--- src/rtl/fetch_pkg.sv ---
// Shared types and defaults for the instruction fetch stage.
package fetch_pkg;

    localparam int ADDR_W_DEF = 8;
    localparam int DATA_W_DEF = 8;
    localparam logic [7:0] RESET_PC_DEF = 8'h00;

    typedef enum logic [1:0] {
        FETCH = 2'd0,
        ISSUE = 2'd1,
        HALT  = 2'd2
    } state_e;

endpackage

--- src/rtl/return_stack.sv ---
// Return-address LIFO; top_data is the most recently pushed entry.
module return_stack #(
    parameter int ADDR_W = 8,
    parameter int DEPTH  = 4
) (
    input  logic              clk,
    input  logic              reset,
    input  logic              push,
    input  logic              pop,
    input  logic [ADDR_W-1:0] push_data,
    output logic [ADDR_W-1:0] top_data,
    output logic              full,
    output logic              empty
);
    localparam int PTR_W = $clog2(DEPTH);

    logic [PTR_W:0]    count_q, count_d;
    logic [ADDR_W-1:0] mem_q [DEPTH];

    assign full     = (count_q == (PTR_W+1)'(DEPTH));
    assign empty    = (count_q == '0);
    assign top_data = mem_q[count_q[PTR_W-1:0] - PTR_W'(1)];

    always_comb begin
        count_d = count_q;
        if (push && !full) begin
            count_d = count_q + (PTR_W+1)'(1);
        end else if (pop && !empty) begin
            count_d = count_q - (PTR_W+1)'(1);
        end
    end

    always_ff @(posedge clk) begin
        if (reset) begin
            count_q <= '0;
        end else begin
            count_q <= count_d;
        end
        if (!reset && push && !full) begin
            mem_q[count_q[PTR_W-1:0]] <= push_data;
        end
    end

endmodule

--- src/rtl/fetch_sequencer.sv ---
// Instruction fetch stage: PC, imem req/ack, and next-PC selection.
// Return stack for call/ret is built only with FETCH_SEQUENCER_RETURN_STACK_EN.
module fetch_sequencer
    import fetch_pkg::*;
#(
    parameter int                ADDR_W      = ADDR_W_DEF,
    parameter int                DATA_W      = DATA_W_DEF,
    parameter logic [ADDR_W-1:0] RESET_PC    = ADDR_W'(RESET_PC_DEF),
    parameter int                STACK_DEPTH = 4
) (
    input  logic              clk,
    input  logic              reset,
    output logic              imem_req,
    output logic [ADDR_W-1:0] imem_addr,
    input  logic              imem_ack,
    input  logic [DATA_W-1:0] imem_rdata,
    output logic [DATA_W-1:0] instr,
    output logic              instr_valid,
    input  logic              stall,
    input  logic              branch_taken,
    input  logic [ADDR_W-1:0] branch_target,
    input  logic              call,
    input  logic              ret,
    input  logic              halt,
    output logic [ADDR_W-1:0] pc,
    output logic [ADDR_W-1:0] pc_next,
    output logic              halted,
    output logic              stack_err
);
    state_e            state_q, state_d;
    logic [ADDR_W-1:0] pc_q, pc_inc;
    logic [DATA_W-1:0] instr_q, instr_d;
    logic              instr_valid_q, instr_valid_d;
    logic              imem_req_q, imem_req_d;
    logic              consume;

    assign consume     = (state_q == ISSUE) && !stall;
    assign pc_inc      = pc_q + ADDR_W'(1);
    assign pc          = pc_q;
    assign imem_addr   = pc_q;
    assign imem_req    = imem_req_q;
    assign instr       = instr_q;
    assign instr_valid = instr_valid_q;
    assign halted      = (state_q == HALT);

`ifdef FETCH_SEQUENCER_RETURN_STACK_EN
    logic              stk_push, stk_pop, stk_full, stk_empty;
    logic [ADDR_W-1:0] stk_top;
    logic              err_set, stack_err_q, stack_err_d;

    return_stack #(
        .ADDR_W (ADDR_W),
        .DEPTH  (STACK_DEPTH)
    ) u_return_stack (
        .clk       (clk),
        .reset     (reset),
        .push      (stk_push),
        .pop       (stk_pop),
        .push_data (pc_inc),
        .top_data  (stk_top),
        .full      (stk_full),
        .empty     (stk_empty)
    );

    assign stack_err_d = stack_err_q | err_set;
    assign stack_err   = stack_err_q;

    always_ff @(posedge clk) begin
        if (reset) begin
            stack_err_q <= 1'b0;
        end else begin
            stack_err_q <= stack_err_d;
        end
    end
`else
    logic unused_ret;
    assign unused_ret = ret ^ STACK_DEPTH[0];
    assign stack_err  = 1'b0;
`endif

    // Next-PC selection; only meaningful when an instruction is consumed.
    always_comb begin
        pc_next = pc_q;
`ifdef FETCH_SEQUENCER_RETURN_STACK_EN
        stk_push = 1'b0;
        stk_pop  = 1'b0;
        err_set  = 1'b0;
`endif
        if (consume && !halt) begin
`ifdef FETCH_SEQUENCER_RETURN_STACK_EN
            if (call && ret) begin
                err_set = 1'b1;
                pc_next = pc_inc;
            end else if (ret) begin
                if (stk_empty) begin
                    err_set = 1'b1;
                    pc_next = pc_inc;
                end else begin
                    stk_pop = 1'b1;
                    pc_next = stk_top;
                end
            end else if (call) begin
                stk_push = !stk_full;
                err_set  = stk_full;
                pc_next  = branch_target;
            end else if (branch_taken) begin
                pc_next = branch_target;
            end else begin
                pc_next = pc_inc;
            end
`else
            if (call || branch_taken) begin
                pc_next = branch_target;
            end else begin
                pc_next = pc_inc;
            end
`endif
        end
    end

    always_ff @(posedge clk) begin
        if (reset) begin
            state_q       <= FETCH;
            pc_q          <= RESET_PC;
            instr_q       <= '0;
            instr_valid_q <= 1'b0;
            imem_req_q    <= 1'b1;
        end else begin
            state_q       <= state_d;
            pc_q          <= pc_next;
            instr_q       <= instr_d;
            instr_valid_q <= instr_valid_d;
            imem_req_q    <= imem_req_d;
        end
    end

    always_comb begin
        state_d = state_q;
        case (state_q)
            FETCH:   if (imem_ack) state_d = ISSUE;
            ISSUE:   if (!stall) state_d = halt ? HALT : FETCH;
            HALT:    state_d = HALT;
            default: state_d = FETCH;
        endcase
    end

    // imem_req is registered, so it follows the state being entered.
    always_comb begin
        imem_req_d    = (state_d == FETCH);
        instr_d       = instr_q;
        instr_valid_d = instr_valid_q;
        if (state_q == FETCH && imem_ack) begin
            instr_d       = imem_rdata;
            instr_valid_d = 1'b1;
        end else if (consume) begin
            instr_valid_d = 1'b0;
        end
    end

endmodule
--- config.mk ---
export PLATFORM = sky130hd
export DESIGN_NAME = fetch_sequencer
export DESIGN_NICKNAME = d
export VERILOG_FILES = /design/src/rtl/fetch_pkg.sv /design/src/rtl/return_stack.sv /design/src/rtl/fetch_sequencer.sv
export SDC_FILE = /design/constraint.sdc
export NUM_CORES = 1
export LEC_CHECK = 0
export ABC_CLOCK_PERIOD_IN_PS = 2200
export BUFFER_PORTS_ARGS = -buffer_cell sky130_fd_sc_hd__buf_2
export CORE_AREA = 2 2 54 56
export CTS_CLUSTER_SIZE = 25
export DETAILED_ROUTE_END_ITERATION = 16
export DIE_AREA = 0 0 56 58
export GPL_TIMING_DRIVEN = 0
export PLACE_DENSITY_LB_ADDON = 0.2
export SETUP_SLACK_MARGIN = 0.2
export SYNTH_ARGS = -nofsm -noshare
export SYNTH_HDL_FRONTEND = slang
export SYNTH_HIERARCHICAL = 1
export SYNTH_SLANG_ARGS = --single-unit
--- constraint.sdc ---
create_clock -name clk -period 2.2 [get_ports clk]
set_input_delay 0.33 -clock clk [delete_from_list [all_inputs] [get_ports clk]]
set_output_delay 0.33 -clock clk [all_outputs]
set_load 0.1 [all_outputs]
==> key figures <==
Outcome
  • Status: complete, but fails checks
  • Failing checks: setup timing

STA
  • Setup ws final: -0.0646 ns
  • Clock Skew: around 0.0047 ns
  • Fin Setup TNS: -0.0646 ns
  • Final setup violation count: 1
  • Period utilisation layout: 103%
  • Fmax: 442 MHz
  • RSZ-0062 raised after global routing: yes
  • Max_slew headroom: around 63%
  • Actual slew at the worst max-slew pin: 0.550 ns
  • Minimum clock period: roughly 2.3 ns
  • Max-slew violation count: 0
  • Final Hold Viols: 0
  • Worst hold slack: about 0.22 ns

Synth
  • Total number of yosys warnings: 6
  • Leading cell type by number of instances after synthesis: dfxtp_1
  • Netlist cell types: between 40 and 50
  • Yosys top cell by area: dfxtp_1
  • Yosys reg bits: 20
  • Share of the synthesized area in the top cell type: a little over a third
  • Mean post-synth cell area: between 9 and 10 um^2
  • Post-Syn Area: about 1100 um^2
  • Ys flop type: dfxtp_1
  • Register area share after synthesis: 36.2%
  • Synth cell count leaders: dfxtp_1, nor2_1, mux2i_1
  • Syn Inst Count: roughly 120
  • Async S/R FF share, synth: 0%
  • Post-synth EDFFs: 0
  • Syn_nets: approximately 150
  • Main area contributors after synthesis: dfxtp_1, mux2i_1, buf_4

Power
  • P_sw: 0.468 mW
  • Worst VDD drop: 0.612 mV
  • Part of the power in registers: about a third
  • Proportion of power drawn by combinational gates: 38.6%
  • Clk pwr share: 27.8%
  • Pwr Density: around 560 nW/um^2
  • Leak Pwr: roughly 0.94 nW
  • Switching share of power: 40.4%
  • Int Power: around 0.7 mW

Worst setup path
  • Critical Path RT: ~1.9 ns
  • Startpoint types: flop
  • R2R depth: 5
  • Crit path kind: flop to primary output
  • Reg-to-reg slack, setup: between 0.6 and 0.7 ns
  • Worst r2r dst: instr[3]
  • Critical path peak fanout: 5
  • Reg2reg start: state_q[0]
  • CP endpoint kind: primary output
  • Crit path DAT: roughly 1.9 ns

Clocking
  • Clock Sinks: 20
  • CTS Buf Count: 3
  • CTS tree: built
  • Clock transition at the registers of the reported paths: 0.13 ns
  • Max Root-Sink Buffers: 2
  • H-tree depth: 1
  • Worst-skew pair later-pin latency: roughly 0.33 ns
  • # hold bufs at CTS: 0
  • CTS Root Cell: clkbuf_4

Cells and area
  • Share of layout cells above drive strength 1: 64.7%
  • Layout Cells excl Fill: 235
  • Fin util: ~78%
  • Area grow syn2layout: 87.7%
  • Fill cell count: ~180
  • # diodes: 0
  • Post-layout nets: between 200 and 250

Floorplan
  • Core Area: 2660 um^2
  • Initial Util: between 40% and 50%
  • Total die area: roughly 3200 um^2
  • Num ports: 60
  • Num rows: 19
  • Die Span Y: between 50 and 60 um
  • Die X: 56 um

Drt
  • Drt initial violations: 31
  • Antenna Nets Post-Route: 0
  • Vias per cell: between 5 and 6
  • Drt drc: 0
  • WL per Instance: between 15 and 20 um
  • Via count: around 1300
  • Final WL: approximately 3800 um
  • Drt first pass iters: 4

Placed design
  • Hpwl dp: roughly 2300 um
  • Placed cell count: just over 200
  • IO buf count: 54
  • Setup WS pre-CTS: -0.184 ns
  • Gpl congestion: between 0.7 and 0.8

Global routing
  • GRT Overall Usage: 21.3%
  • Vias in the first global route: between 1000 and 1500
  • Grt ovf: 0
  • Initial antenna violation count: 0
  • Largest net degree at the start of global routing: 13
  • Global-route wire length before repair: 5400 um

Min path
  • Hold path depth: 3
  • Hold endpoint: instr[6]
  • Hold crit path type: primary input to flop
  • Hold Startpoint: imem_rdata[6]

Run
  • Max-cap violation count: 0
[registers in the layout (all words and copies together), names as in the netlist]
name	cells
instr_valid	1
imem_addr	8
imem_req	1
state_q	2
instr	8
[cell usage in the layout (no fill, tap or decap), types with 3 or more instances in the layout]
master	count
buf_2	46
buf_4	28
nor2_1	12
mux2i_1	11
dfxtp_1	10
dfxtp_4	8
buf_12	8
buf_6	5
nor3_1	4
inv_1	3
clkbuf_2	3
o21ai_4	3
o2bb2ai_4	3
clkbuf_4	3
[power groups by stage]
stage                     registers, mW  logic, mW  clock network [mW]
final                             0.389      0.447               0.322
after CTS                         0.390      0.421               0.311
after floorplan                   0.526      0.188                   0
after global placement            0.401      0.370                   0
after global routing              0.391      0.462               0.338
after detailed placement          0.402      0.375                   0
[through the flow]
step / cell area (um^2) / total power [mW]
6_report: 2080 / 1.16
5_1_grt: 2080 / 1.19
4_1_cts: 1890 / 1.12
3_5_place_dp: 1570 / 0.777
3_3_place_gp: 1570 / 0.771
2_1_floorplan: 1260 / 0.713
[area by class of cell]
type / instances / area, um^2 / area share, %
plain buffers: 16 / 109 / 5.24
clock buffers: 3 / 22.5 / 1.08
well taps: 31 / 38.8 / 1.87
repair buffers: 78 / 589 / 28.4
flip-flops and latches: 20 / 433 / 20.9
multi-input cells: 83 / 842 / 40.6
inverters: 3 / 11.3 / 0.542
clock inverters: 1 / 30.0 / 1.45
[cell families after synthesis]
kind of cell / count (synthesis) / synth area share [%]
other cells: 1 / 0.339
flops: 20 / 36.2
buf+inv: 19 / 9.50
simple gates: 39 / 21.8
compound gates: 30 / 20.1
fa+ha+maj: 1 / 1.13
mux: 12 / 10.9
[repair_timing]
action / 4_1_cts / 5_1_grt
setup buffers: 11 / 13
gates resized for setup: 44 / 18
pin swaps: 6 / 8
endpoints found under the setup margin: 8 / 8
hold endpoints to repair: 0 / 0
[worst max-delay path: stages (launching register included)]
cell and delay [ns]:
dfxtp_4 0.40, nand4_1 0.27, or4_4 0.65, nand3_4 0.10, buf_12 0.17
[routing by layer]
metal	up-vias	routed length (um)	part of all wire [%]	global-route usage, %
li1	604	-	-	-
met1	614	1460	38	22.1
met2	48	2000	52	40.7
met3	10	256	6.7	7.14
met4	0	95	2.5	6.12
met5	-	0	0	0
[worst max path at each step]
stage	from	to	slack, ns	cells past startpoint
after floorplan	imem_addr[3]	pc_next[6]	-0.09	3
final	imem_addr[5]	pc_next[7]	-0.06	4
after global routing	state_q[0]	pc_next[7]	-0.10	4
after detailed placement	halt	pc_next[7]	-0.18	5
after global placement	halt	pc_next[7]	-0.16	5
after CTS	state_q[1]	pc_next[7]	-0.05	4
Note: power is estimated with default switching activity, not from simulation.
